--- src/rtl/axis_msg_upsizer.sv ---
// axis_msg_upsizer
// Packs a narrow AXI-Stream message into wide, block-aligned beats for the
// SHA-2 padder. It also delivers the running message byte count with every
// output block.
// Storage is an assembly register plus an output register, so input keeps
// flowing while the output is back-pressured.
//
// Ports:
//   axi_aclk, axi_reset      clock, synchronous active-high reset
//   s_axis_*                 narrow input stream; byte 0 is in the top byte
//                            lane; tuser is sampled on a message's first beat
//   m_axis_*                 wide output stream; lane 0 is in the top lane
//   m_axis_tuser             {first-beat s_axis_tuser, cumulative byte count}
//   err_tkeep                sticky flag for illegal tkeep patterns
module axis_msg_upsizer #(
   parameter int S_AXIS_DATA_WIDTH  = 64,
   parameter int M_AXIS_DATA_WIDTH  = 512,
   parameter int S_AXIS_TUSER_WIDTH = 64,
   parameter int M_AXIS_TUSER_WIDTH = 128,
   parameter int LEN_WIDTH          = 64
) (
   input  logic                            axi_aclk,
   input  logic                            axi_reset,
   input  logic [S_AXIS_DATA_WIDTH-1:0]    s_axis_tdata,
   input  logic [S_AXIS_DATA_WIDTH/8-1:0]  s_axis_tkeep,
   input  logic [S_AXIS_TUSER_WIDTH-1:0]   s_axis_tuser,
   input  logic                            s_axis_tvalid,
   output logic                            s_axis_tready,
   input  logic                            s_axis_tlast,
   output logic [M_AXIS_DATA_WIDTH-1:0]    m_axis_tdata,
   output logic [M_AXIS_DATA_WIDTH/8-1:0]  m_axis_tkeep,
   output logic [M_AXIS_TUSER_WIDTH-1:0]   m_axis_tuser,
   output logic                            m_axis_tvalid,
   input  logic                            m_axis_tready,
   output logic                            m_axis_tlast,
   output logic                            err_tkeep
);

   localparam int RATIO  = M_AXIS_DATA_WIDTH / S_AXIS_DATA_WIDTH;
   localparam int LANE_W = $clog2(RATIO);
   localparam int SK     = S_AXIS_DATA_WIDTH / 8;
   localparam int MK     = M_AXIS_DATA_WIDTH / 8;

   // Number of valid bytes in one input beat.
   function automatic logic [LEN_WIDTH-1:0] keep_popcount(input logic [SK-1:0] keep);
      logic [LEN_WIDTH-1:0] n;
      n = '0;
      for (int i = 0; i < SK; i++) begin
         n = n + LEN_WIDTH'(keep[i]);
      end
      return n;
   endfunction

   // The keep pattern must be 1..10..0, filled from the top byte down.
   // Its inverse is then 0..01..1, so adding one to the inverse carries
   // cleanly out of every set bit and leaves no overlap.
   function automatic logic keep_contiguous(input logic [SK-1:0] keep);
      logic [SK-1:0] inv;
      inv = ~keep;
      return ((inv & (inv + SK'(1))) == '0);
   endfunction

   logic [LANE_W-1:0]             lane_r;
   logic [LEN_WIDTH-1:0]          cnt_r;
   logic [S_AXIS_TUSER_WIDTH-1:0] user_r;
   logic                          msg_start_r;
   logic [M_AXIS_DATA_WIDTH-1:0]  asm_data_r;
   logic [MK-1:0]                 asm_keep_r;
   logic                          asm_last_r;
   logic [LEN_WIDTH-1:0]          asm_cnt_r;
   logic [S_AXIS_TUSER_WIDTH-1:0] asm_user_r;
   logic                          blk_done_r;
   logic [M_AXIS_DATA_WIDTH-1:0]  out_data_r;
   logic [MK-1:0]                 out_keep_r;
   logic [M_AXIS_TUSER_WIDTH-1:0] out_user_r;
   logic                          out_last_r;
   logic                          out_valid_r;
   logic                          err_r;

   logic                          tready_s;
   logic                          accept_s;
   logic                          complete_s;
   logic                          xfer_s;
   logic                          keep_bad_s;
   logic [LEN_WIDTH-1:0]          cnt_nx_s;
   logic [S_AXIS_TUSER_WIDTH-1:0] user_cur_s;
   logic [M_AXIS_DATA_WIDTH-1:0]  asm_data_nx_s;
   logic [MK-1:0]                 asm_keep_nx_s;
   logic [M_AXIS_TUSER_WIDTH-1:0] tuser_s;

   // Handshake decode, lane packing and the output sideband layout.
   always_comb begin
      tready_s   = !axi_reset && (!blk_done_r || !out_valid_r || m_axis_tready);
      accept_s   = s_axis_tvalid && tready_s;
      complete_s = accept_s && ((lane_r == LANE_W'(RATIO - 1)) || s_axis_tlast);
      xfer_s     = blk_done_r && (!out_valid_r || m_axis_tready);
      keep_bad_s = s_axis_tlast ? !keep_contiguous(s_axis_tkeep)
                                : (s_axis_tkeep != {SK{1'b1}});
      cnt_nx_s   = cnt_r + keep_popcount(s_axis_tkeep);
      user_cur_s = msg_start_r ? s_axis_tuser : user_r;
      // Lane 0 starts a fresh block, so the lanes above it are zero.
      // This also keeps a short final block zero-filled.
      asm_data_nx_s = (lane_r == LANE_W'(0)) ? '0 : asm_data_r;
      asm_keep_nx_s = (lane_r == LANE_W'(0)) ? '0 : asm_keep_r;
      asm_data_nx_s[(M_AXIS_DATA_WIDTH - 1) - int'(lane_r) * S_AXIS_DATA_WIDTH -: S_AXIS_DATA_WIDTH]
         = s_axis_tdata;
      asm_keep_nx_s[(MK - 1) - int'(lane_r) * SK -: SK] = s_axis_tkeep;
      tuser_s = '0;
      tuser_s[LEN_WIDTH-1:0] = asm_cnt_r;
      tuser_s[LEN_WIDTH +: S_AXIS_TUSER_WIDTH] = asm_user_r;
   end

   // Assembly, message tracking and the output register.
   always_ff @(posedge axi_aclk) begin
      if (axi_reset) begin
         lane_r      <= '0;
         cnt_r       <= '0;
         user_r      <= '0;
         msg_start_r <= 1'b1;
         asm_data_r  <= '0;
         asm_keep_r  <= '0;
         asm_last_r  <= 1'b0;
         asm_cnt_r   <= '0;
         asm_user_r  <= '0;
         blk_done_r  <= 1'b0;
         out_data_r  <= '0;
         out_keep_r  <= '0;
         out_user_r  <= '0;
         out_last_r  <= 1'b0;
         out_valid_r <= 1'b0;
         err_r       <= 1'b0;
      end else begin
         if (accept_s) begin
            asm_data_r <= asm_data_nx_s;
            asm_keep_r <= asm_keep_nx_s;
            lane_r     <= complete_s ? LANE_W'(0) : lane_r + LANE_W'(1);
            if (s_axis_tlast) begin
               cnt_r       <= '0;
               user_r      <= '0;
               msg_start_r <= 1'b1;
            end else begin
               cnt_r       <= cnt_nx_s;
               user_r      <= user_cur_s;
               msg_start_r <= 1'b0;
            end
            if (keep_bad_s) begin
               err_r <= 1'b1;
            end else begin
               err_r <= err_r;
            end
            if (complete_s) begin
               asm_last_r <= s_axis_tlast;
               asm_cnt_r  <= cnt_nx_s;
               asm_user_r <= user_cur_s;
            end else begin
               asm_last_r <= asm_last_r;
            end
         end else begin
            lane_r <= lane_r;
         end
         // A block completing on the same edge as a transfer stays pending.
         blk_done_r <= complete_s ? 1'b1 : (xfer_s ? 1'b0 : blk_done_r);
         if (xfer_s) begin
            out_data_r  <= asm_data_r;
            out_keep_r  <= asm_keep_r;
            out_user_r  <= tuser_s;
            out_last_r  <= asm_last_r;
            out_valid_r <= 1'b1;
         end else if (m_axis_tready) begin
            out_valid_r <= 1'b0;
         end else begin
            out_valid_r <= out_valid_r;
         end
      end
   end

   assign s_axis_tready = tready_s;
   assign m_axis_tdata  = out_data_r;
   assign m_axis_tkeep  = out_keep_r;
   assign m_axis_tuser  = out_user_r;
   assign m_axis_tlast  = out_last_r;
   assign m_axis_tvalid = out_valid_r;
   assign err_tkeep     = err_r;

endmodule
--- config.mk ---
export PLATFORM = sky130hd
export DESIGN_NAME = axis_msg_upsizer
export DESIGN_NICKNAME = d
export VERILOG_FILES = /design/src/rtl/axis_msg_upsizer.sv
export SDC_FILE = /design/constraint.sdc
export NUM_CORES = 2
export LEC_CHECK = 0
export CORE_ASPECT_RATIO = 0.75
export CORE_MARGIN = 2
export CORE_UTILIZATION = 25
export DETAILED_ROUTE_END_ITERATION = 8
export HOLD_SLACK_MARGIN = 0.03
export PLACE_DENSITY = 0.48
export SLEW_MARGIN = 15
export SYNTH_ARGS = -nofsm -noshare
export SYNTH_HDL_FRONTEND = slang
export SYNTH_SLANG_ARGS = --single-unit
--- constraint.sdc ---
create_clock -name axi_aclk -period 6.03 [get_ports axi_aclk]
set_input_delay 1.206 -clock axi_aclk [delete_from_list [all_inputs] [get_ports axi_aclk]]
set_output_delay 1.206 -clock axi_aclk [all_outputs]
set_load 0.05 [all_outputs]
==> qor.yml <==
ys.flop_type: "dfxtp_1"
vias: 50900
drc: 0
path_depth: 14
via_per_inst: 4.84
post_dp_cell_area_mm2: 0.0676
nets: 7573
antenna_left: 0
crit_path_cell_trace: "clkdlybuf4s50_1 > fa_1 > inv_1 > fa_1 > fa_1 > fa_1 > fa_1 > nor2b_1 > o21a_1 > nand4_1 > nor4b_1 > buf_4 > mux2i_1 > o21ai_0"
drt_iter0_drc: 4277
fin_skew_ns: 0.0569
clk_pin_slew_worst_paths_ns: 0.06
syn-instance-count: 6956
numCtsBuffers: 177
area_growth_pct: 29.3
rows: 151
finalSetupViolations: 0
synth_nets: 7117
mostFrequentLayoutCell: "nand2_1"
r2r_slack_ns: 1.92
synth.top_cell.area_share_pct: 54.6
final_cells: 10500
gp_congestion: 0.823
endpoint_kind: "flip-flop"
ys_types: 61
reg2reg_to: "cnt_r[40]"
start_kind: "input port"
die_area_mm2: 0.231
ff2ff_path_depth: 12
grt_pass1_wl_um: 334000
netlist_top_cells_area: "dfxtp_1 (55%), nand2_1 (12%), a21oi_1 (9.6%), a22oi_1 (4.0%), clkbuf_1 (3.8%)"
layout_common_cells: "nand2_1 (1768), dfxtp_1 (1544), a21oi_1 (1088), clkdlybuf4s50_1 (846), nor2_1 (545)"
leakage_nw: 23.5
fin_crit_ns: 5.27
grt_pass1_vias: 47400
rsz0062_at_grt: "false"
slowest_stage: "fa_1"
post-route-util_pct: 32.5
io_buffers: 848
dp_hpwl_um: 147000
crit_path_max_incr_delay_ns: 0.62
run_status: "finished, final reports clean"
start_util_pct: 25.1
cts_tree: "yes"
hold_viol: 0
period_share_pct: 87.4
crit_required_ns: 6.70
power_w: 0.0223
drt-total-wl_um: 232000
synthArstFlopShare_pct: 0
synthesis.area_mm2: 0.0567
synth_edf_count: 0
core_area_mm2: 0.226
cp.arrival_ns: 5.94
maxCapViolations: 0
path_class: "in -> reg"
final_area_mm2: 0.0733
path_max_fanout: 5
io_pins: 849
grt_antenna_before_repair: 7
synth_area_per_cell_um2: 8.15
drt_first_pass_iters: 5
max_freq_mhz: 190
hold_class: "reg -> reg"
grt_remaining_overflow: 0
clock-root-buffer: "clkbuf_16"
die_w_um: 554
maxSlewHeadroom_pct: 18.5
synth-seq-cells: 1545
maxSlewViolCount: 0
post-place-cells: 10200
grt_util_all_layers_pct: 19.2
cp_top_family: "adder cells"
ys_seq_area_share_pct: 54.6
yosysTopAreaCell: "dfxtp_1"
p_per_area_mw_per_mm2: 304
ctsHoldBuffers: 0
layout-drive-gt1-share_pct: 5.49
cp-endpoint: "cnt_r[40]"
cts_setup_buffers: 0
worstSetupStartpoint: "s_axis_tkeep[0]"
die_y_um: 416
peakVddDrop_mv: 0.192
cts_buffer_depth: 4
worst_slew_pin_slew_ns: 1.22
nFillCells: 23700
path_buf_inv: 3
fin_tns_setup_ns: 0
h-tree-depth: 4
yosysWarnings: 0
worst_path_most_repeated_cell: "fa_1"
wl_per_cell_um: 22.0
clkSinkCount: 1545
cts_resized: 0
rr_startpoint: "cnt_r[0]"
grt_max_degree: 248
clock_latency_ns: 0.85
==> Yosys cell counts, types with 3 or more instances <==
library cell,count
xnor2_1,33
nand3_1,305
buf_1,83
a21o_1,5
a21oi_1,1089
nand2_1,1776
o22ai_1,5
o21a_1,4
and4_1,10
and3_1,16
nor3_1,94
or3b_2,4
and2_1,6
nand4_1,32
dfxtp_1,1545
o2111a_1,3
a211oi_1,123
ha_1,15
a22oi_1,299
or4_1,8
mux2i_1,27
nor4b_1,3
nor2b_1,78
nor4_1,15
xor2_1,26
or3_1,9
o21ai_1,5
o21ai_0,33
a2bb2oi_1,70
inv_1,21
clkbuf_1,581
buf_2,5
nor2_1,550
nand3b_1,20
fa_1,5
a31oi_1,13
o31ai_1,3
or2_2,3
nor3b_1,3
==> cell families (layout without fill, tap and decap cells) <==
| logic type | Yosys count | count (layout) | share of synthesized area, % |
|---|---|---|---|
| muxes | 29 | 29 | 0.517 |
| and+or+nand+nor | 2943 | 2943 | 21.5 |
| DFF | 1545 | 1545 | 54.6 |
| AOI/OAI and AO/OA | 1666 | 1666 | 17.3 |
| buffers and inverters | 694 | 1278 | 4.62 |
| adders and majority gates | 20 | 20 | 0.508 |
| xor gates and xnor gates | 59 | 59 | 0.912 |
| other | 0 | 7 | 0 |
==> per-stage QoR <==
step	setup slack (ns)	hold slack, ns
final	0.758	0.413
after CTS	0.920	0.409
after floorplan	0.857	0.432
after global routing	0.671	0.444
after global placement	0.0903	0.436
after detailed placement	0.0279	0.442
==> worst min path at each step <==
stage	startpoint	to	slack (ns)	cells after the start
after floorplan	asm_last_r	m_axis_tlast	0.43	2
after global placement	asm_user_r[40]	m_axis_tuser[104]	0.44	2
after global routing	asm_keep_r[8]	m_axis_tkeep[8]	0.44	2
after CTS	asm_data_r[156]	m_axis_tdata[156]	0.41	2
after detailed placement	asm_data_r[212]	m_axis_tdata[212]	0.44	2
final	asm_data_r[156]	m_axis_tdata[156]	0.41	2
==> report_power, final <==
| part | total, W | switching, W | internal, W |
|---|---|---|---|
| sequential | 0.0104 | 0.0000612 | 0.0103 |
| combinational | 0.00116 | 0.000872 | 0.000283 |
| clock | 0.0108 | 0.00451 | 0.00626 |
==> metal layers <==
metal	GRT usage, %	wire length (um)	part of all wire, %
met3	3.46	12600	5.4
met1	26.0	106000	46
met4	6.97	8700	3.7
met5	0	0	0
met2	30.4	105000	45
==> cell type report <==
class	count	area, um^2	area share [%]
diodes	7	17.5	0.0239
multi-input cells	4717	23300	31.8
clock buffers	248	5000	6.82
clock inverters	59	692	0.944
flip-flops and latches	1545	30900	42.2
repair buffers	949	9500	13.0
inverters	22	82.6	0.113
well taps	2983	3730	5.09
==> worst min-delay path: cells and delay by family, from the launching register on <==
family | cells | cell delay, ns
compound gates | 1 | 0.05
flops | 1 | 0.31
simple gates | 1 | 0.05
==> flip-flops by register name, summed over array words and instances (netlist names) <==
register       count
asm_cnt_r         64
asm_data_r       512
asm_keep_r        64
asm_last_r         1
asm_user_r        64
blk_done_r         1
cnt_r             64
err_tkeep          1
lane_r             3
m_axis_tdata     512
m_axis_tkeep      64
m_axis_tlast       1
m_axis_tuser     128
m_axis_tvalid      1
msg_start_r        1
user_r            64
No activity file was read; power rests on OpenSTA's default activity.
